$ cat src/rtl/calc_pkg.sv
// Shared types and constants for the calculator entry sequencer.
package calc_pkg;

  localparam int BCD_W = 10;

  typedef enum logic [1:0] {ENTER_A, ENTER_B, EXEC, SHOW} state_t;

  localparam logic [1:0] OP_ADD = 2'd0;
  localparam logic [1:0] OP_SUB = 2'd1;
  localparam logic [1:0] OP_MUL = 2'd2;
  localparam logic [1:0] OP_DIV = 2'd3;

  // Hundreds digit is only 2 bits wide, so only tens and units can be out of range.
  function automatic logic bcd_valid(input logic [BCD_W-1:0] v);
    return (v[7:4] <= 4'd9) && (v[3:0] <= 4'd9);
  endfunction

endpackage

$ cat src/rtl/btn_debounce.sv
// Synchronises an active-low push button and emits one pulse per debounced press.
module btn_debounce #(
  parameter int DEBOUNCE_CYCLES = 500000
) (
  input  logic clk,
  input  logic rst_n,
  input  logic btn_n,
  output logic press
);

  localparam int CW = $clog2(DEBOUNCE_CYCLES + 1);

  logic          sync1_reg;
  logic          sync2_reg;
  logic          level_reg;
  logic [CW-1:0] cnt_reg;

  always_ff @(posedge clk or negedge rst_n) begin
    if (!rst_n) begin
      sync1_reg <= 1'b1;
      sync2_reg <= 1'b1;
      level_reg <= 1'b1;
      cnt_reg   <= '0;
      press     <= 1'b0;
    end else begin
      sync1_reg <= btn_n;
      sync2_reg <= sync1_reg;
      press     <= 1'b0;
      // cnt_reg counts consecutive samples that disagree with the accepted level
      if (sync2_reg == level_reg) begin
        cnt_reg <= '0;
      end else if (cnt_reg == CW'(DEBOUNCE_CYCLES - 1)) begin
        level_reg <= sync2_reg;
        cnt_reg   <= '0;
        press     <= ~sync2_reg;
      end else begin
        cnt_reg <= cnt_reg + 1'b1;
      end
    end
  end

endmodule

$ cat src/rtl/calc_entry_sequencer.sv
// Operand entry, ALU launch/capture and display control for the calculator.
module calc_entry_sequencer
  import calc_pkg::*;
#(
  parameter int DEBOUNCE_CYCLES = 500000,
  parameter int ALU_TIMEOUT     = 1024
) (
  input  logic             clk,
  input  logic             rst_n,
  input  logic [BCD_W-1:0] sw_val,
  input  logic             sw_neg,
  input  logic [1:0]       sw_op,
  input  logic             btn_enter_n,
  input  logic             btn_clear_n,
  input  logic             alu_done,
  input  logic [BCD_W-1:0] alu_result,
  input  logic             alu_neg,
  input  logic             alu_overflow,
  output logic             alu_start,
  output logic [1:0]       alu_op,
  output logic [BCD_W-1:0] opa,
  output logic             opa_neg,
  output logic [BCD_W-1:0] opb,
  output logic             opb_neg,
  output logic [BCD_W-1:0] res,
  output logic             res_neg,
  output logic             res_ovf,
  output logic             show_result,
  output logic             entry_err,
  output logic             busy
);

  localparam int CNT_W = $clog2(ALU_TIMEOUT + 1);

  state_t           state_reg;
  logic [CNT_W-1:0] cnt_reg;
  logic [1:0]       btn_n_vec;
  logic [1:0]       press_vec;
  logic             enter_press;
  logic             clear_press;

  assign btn_n_vec   = {btn_clear_n, btn_enter_n};
  assign enter_press = press_vec[0];
  assign clear_press = press_vec[1];

  generate
    for (genvar gi = 0; gi < 2; gi++) begin : g_btn
      btn_debounce #(.DEBOUNCE_CYCLES(DEBOUNCE_CYCLES)) u_debounce (
        .clk   (clk),
        .rst_n (rst_n),
        .btn_n (btn_n_vec[gi]),
        .press (press_vec[gi])
      );
    end
  endgenerate

  always_ff @(posedge clk or negedge rst_n) begin
    if (!rst_n) begin
      state_reg   <= ENTER_A;
      cnt_reg     <= '0;
      alu_start   <= 1'b0;
      alu_op      <= OP_ADD;
      opa         <= '0;
      opa_neg     <= 1'b0;
      opb         <= '0;
      opb_neg     <= 1'b0;
      res         <= '0;
      res_neg     <= 1'b0;
      res_ovf     <= 1'b0;
      show_result <= 1'b0;
      entry_err   <= 1'b0;
      busy        <= 1'b0;
    end else begin
      alu_start <= 1'b0;
      entry_err <= 1'b0;
      if (clear_press) begin
        state_reg   <= ENTER_A;
        cnt_reg     <= '0;
        alu_op      <= OP_ADD;
        opa         <= '0;
        opa_neg     <= 1'b0;
        opb         <= '0;
        opb_neg     <= 1'b0;
        res         <= '0;
        res_neg     <= 1'b0;
        res_ovf     <= 1'b0;
        show_result <= 1'b0;
        busy        <= 1'b0;
      end else begin
        case (state_reg)
          ENTER_A: if (enter_press) begin
            if (bcd_valid(sw_val)) begin
              opa       <= sw_val;
              opa_neg   <= sw_neg && (sw_val != '0);
              state_reg <= ENTER_B;
            end else begin
              entry_err <= 1'b1;
            end
          end
          ENTER_B: if (enter_press) begin
            if (bcd_valid(sw_val)) begin
              opb       <= sw_val;
              opb_neg   <= sw_neg && (sw_val != '0);
              alu_op    <= sw_op;
              alu_start <= 1'b1;
              busy      <= 1'b1;
              cnt_reg   <= '0;
              state_reg <= EXEC;
            end else begin
              entry_err <= 1'b1;
            end
          end
          EXEC: begin
            // A done arriving on the last allowed cycle still beats the timeout.
            if (alu_done) begin
              res         <= alu_result;
              res_neg     <= alu_neg && (alu_result != '0);
              res_ovf     <= alu_overflow;
              show_result <= 1'b1;
              busy        <= 1'b0;
              cnt_reg     <= '0;
              state_reg   <= SHOW;
            end else if (cnt_reg == CNT_W'(ALU_TIMEOUT - 1)) begin
              res         <= '0;
              res_neg     <= 1'b0;
              res_ovf     <= 1'b1;
              show_result <= 1'b1;
              busy        <= 1'b0;
              cnt_reg     <= '0;
              state_reg   <= SHOW;
            end else begin
              cnt_reg <= cnt_reg + 1'b1;
            end
          end
          SHOW: if (enter_press) begin
            res         <= '0;
            res_neg     <= 1'b0;
            res_ovf     <= 1'b0;
            show_result <= 1'b0;
            state_reg   <= ENTER_A;
          end
          default: state_reg <= ENTER_A;
        endcase
      end
    end
  end

endmodule

$ cat config.mk
export PLATFORM = sky130hd
export DESIGN_NAME = calc_entry_sequencer
export DESIGN_NICKNAME = d
export VERILOG_FILES = /design/src/rtl/calc_pkg.sv /design/src/rtl/btn_debounce.sv /design/src/rtl/calc_entry_sequencer.sv
export SDC_FILE = /design/constraint.sdc
export NUM_CORES = 1
export LEC_CHECK = 0
export ABC_AREA = 1
export CAP_MARGIN = 15
export CORE_UTILIZATION = 35
export CTS_CLUSTER_SIZE = 25
export DETAILED_ROUTE_END_ITERATION = 12
export SLEW_MARGIN = 20
export SYNTH_ARGS = -nofsm -noshare
export SYNTH_HDL_FRONTEND = slang
export SYNTH_HIERARCHICAL = 1
export SYNTH_SLANG_ARGS = --single-unit
$ cat constraint.sdc
create_clock -name clk -period 2.4 [get_ports clk]
set_clock_uncertainty 0.1 [all_clocks]
set_input_delay 0.36 -clock clk [delete_from_list [all_inputs] [get_ports clk]]
set_output_delay 0.36 -clock clk [all_outputs]
set_load 0.01 [all_outputs]
==> impl_metrics.csv <==
group,metric,value,unit
flow_run,drv_cap,0,
routing,drt_iter0_markers,291,
synth,ys_types,39,
sta,fmax,0.5357,GHz
critical_path,crit_path_frequent_cell,"inv_1",
finish,layout_commonest_cell,"nand2_1",
clock_tree,numCtsBuffers,9,
clock_tree,tritoncts,"built",
critical_path,worstSetupPathType,"reg -> reg",
global_routing,grt_pass1_wl,18690,um
die,die_h,122.7,um
sta,finalCritPeriodShare,0.7778,
die,pin_count,70,
routing,wl_per_cell,12.70,um
die,initial_core_util,0.3632,
clock_tree,root_buffer,"clkbuf_16",
placed_design,hpwl,8112,um
finish,layout.nets,708,
run_status,status,"completed",
critical_path,end_kind,"flop",
placed_design,io_buffers,69,
critical_path,slowest_stage,"dfrtp_1",
synth,syn_nets,630,
clock_tree,clkSlewWorstSetupHoldPaths,0.07,ns
die,core.rowCount,43,
synth,postSynthAreaPerCell,8.615,um2
sta,rsz0062_at_grt,"no",
routing,dr.pass1.iters,5,
sta,slew_violations,0,
sta,slew-limit-headroom,0.6182,
synth,ys_ff_latch,99,
clock_tree,htree_levels,3,
global_routing,gr-total-overflow,0,
die,fp.dieW,122.7,um
finish,final_cell_mix,"nand2_1 (105), dfrtp_1 (93), nor2_1 (92)",
critical_path,slowest_delay,0.40,ns
clock_tree,clockBufferDepth,2,
sta,fin_tns_setup,0,ns
sta,finalCriticalPeriod,1.867,ns
sta,finalHoldViolations,0,
critical_path,start_kind,"flop",
synth,yosysTopAreaCellShare,0.4563,
critical_path,worstPathArrival,2.00,ns
sta,tightest_slew,0.5727,ns
routing,via_per_inst,4.716,
clock_tree,clkSinkCount,99,
clock_tree,cts.repair.resized,0,
critical_path,cp_num_buf_inv,2,
routing,drc,0,
die,dieArea,0.01506,mm2
finish,layout-drive-gt1-share,0.1407,
global_routing,grt_pass1_vias,4009,
routing,vias,4032,
finish,final_core_util,0.4489,
sta,setup_viol,0,
critical_path,crit_path_cell_trace,"inv_1, ha_1, inv_1, or2_2, nand3_4, nand2_2, nand2_1, o21ai_1",
critical_path,crit_family,"simple AND/OR/NAND/NOR gates",
synth,synth_warnings,6,
power_and_ir_drop,ir_drop,0.3964,mV
synth,yosysTopAreaCell,"dfrtp_1",
placed_design,gp_congestion,0.8392,
finish,syn2layout_area_growth,23.60,%
routing,postRouteAntennaNets,0,
global_routing,grt_util_all_layers,0.1581,
synth,seq_area_frac_synth,0.4872,
power_and_ir_drop,p_per_area,523.2,mW/mm2
synth,syn_inst,592,
worst_hold_path,holdCritPathClass,"reg -> reg",
global_routing,grt_start_max_net_pins,43,
clock_tree,clock_latency,0.34,ns
die,core_area,0.01404,mm2
finish,diodes,0,
finish,largest_register_ffs,38,
synth,ys_top_cells_by_area,"dfrtp_1 (46%), nand2_1 (7.7%), nor2_1 (6.8%), inv_1 (5.4%), nand3_1 (5.2%)",
global_routing,antenna_found_initial,0,
routing,wirelength,10860,um
critical_path,critPathRequiredTime,2.53,ns
critical_path,critPathMaxFanout,23,
synth,netlist_area,0.005100,mm2
power_and_ir_drop,p_leak,2.832,nW
[cells in the mapped netlist]
cell type and count:
o21ai_4 1, nand3_1 53, nor2_4 8, nor3b_1 2, o21ai_0 12, a21boi_0 1
o21a_1 3, xor2_2 2, nand3_2 5, buf_4 2, nor3b_2 2, xnor2_1 4
nor2_1 92, ha_1 8, nand4_1 5, buf_6 6, nand3_4 2, nor3_1 7
buf_2 2, nor3_4 1, o31ai_1 1, a21oi_1 14, o22ai_1 10, dfrtp_1 93
clkinv_1 1, inv_2 4, dfstp_2 6, xor2_1 12, o21ai_2 19, nand4_4 1
nand2_1 105, clkbuf_1 1, o21ai_1 10, nand2_4 3, nor2_2 8, inv_1 73
or2_2 1, o211ai_1 1, nand2_2 11
[power breakdown]
group | switching (W) | total, W | internal [W]
Sequential | 0.00000857 | 0.00169 | 0.00168
Combinational | 0.0000957 | 0.000166 | 0.0000706
Clock | 0.000600 | 0.00144 | 0.000839
[final cells by class]
type / count / area (um2)
fill: 1326 / 7739
sequential: 99 / 2485
multi-input combinational: 404 / 2226
timing repair buffer: 78 / 783.3
inverter: 78 / 292.8
clock buffer: 14 / 254.0
tap: 180 / 225.2
clock inverter: 2 / 37.54
[logic make-up (layout without fill, tap and decap cells)]
| family | Yosys count | after routing | synth area share |
|---|---|---|---|
| xor gates and xnor gates | 18 | 18 | 0.03386 |
| adders and majority gates | 8 | 8 | 0.01963 |
| AOI/OAI and AO/OA | 72 | 72 | 0.09225 |
| buffers and inverters | 89 | 172 | 0.07630 |
| and+or+nand+nor | 306 | 306 | 0.2907 |
| DFF | 99 | 99 | 0.4872 |
[worst reg2reg max path: cells and delay by family (launching register included)]
family                   cells  cell delay (ns)
buffers and inverters        2             0.22
AND/OR/NAND/NOR              4             0.78
AO/OA/AOI/OAI                1             0.06
flip-flops                   1             0.40
adder cells (fa/ha/maj)      1             0.19
[metrics by stage]
| stage | worst slack (ns) | hold slack (ns) | power [W] | cells | area, um2 |
|---|---|---|---|---|---|
| after floorplan | 0.7814 | -0.03559 | 0.001775 | 592 | 5100 |
| after global placement | 0.4603 | 0.2504 | 0.001890 | 838 | 6002 |
| after detailed placement | 0.4280 | 0.2468 | 0.001892 | 838 | 6002 |
| after CTS | 0.5233 | 0.2599 | 0.003359 | 855 | 6304 |
| after global routing | 0.3686 | 0.2642 | 0.003454 | 855 | 6304 |
| final | 0.5333 | 0.2589 | 0.003298 | 855 | 6304 |
[metal layers]
layer,up-vias,wire length (um),global-route usage,part of all wire
met5,-,0,0,0
met4,0,95,0.04116,0.0088
met3,7,349,0.04368,0.032
met2,51,5349,0.2605,0.49
met1,1939,5063,0.2035,0.47
li1,2035,-,-,-
[what timing repair did]
action / CTS / global route
hold endpoints to repair: 36 / 0
buffers inserted: 0 / 0
hold buffers: 1 / 0
[final timing paths]
kind                                                from                       endpoint  slack (ns)  cells past startpoint
setup / recovery                            state_reg[0]                           busy        0.53                      8
hold / removal             g_btn[0].u_debounce/sync1_reg  g_btn[0].u_debounce/sync2_reg        0.26                      0
setup reg to reg                            state_reg[0]                           busy        0.53                      8
hold reg to reg            g_btn[0].u_debounce/sync1_reg  g_btn[0].u_debounce/sync2_reg        0.26                      0
max in group asynchronous                          rst_n  g_btn[1].u_debounce/level_reg        1.13                      3
min in group asynchronous                          rst_n                         opb[9]        0.45                      2
(Power assumes the default switching activity.)
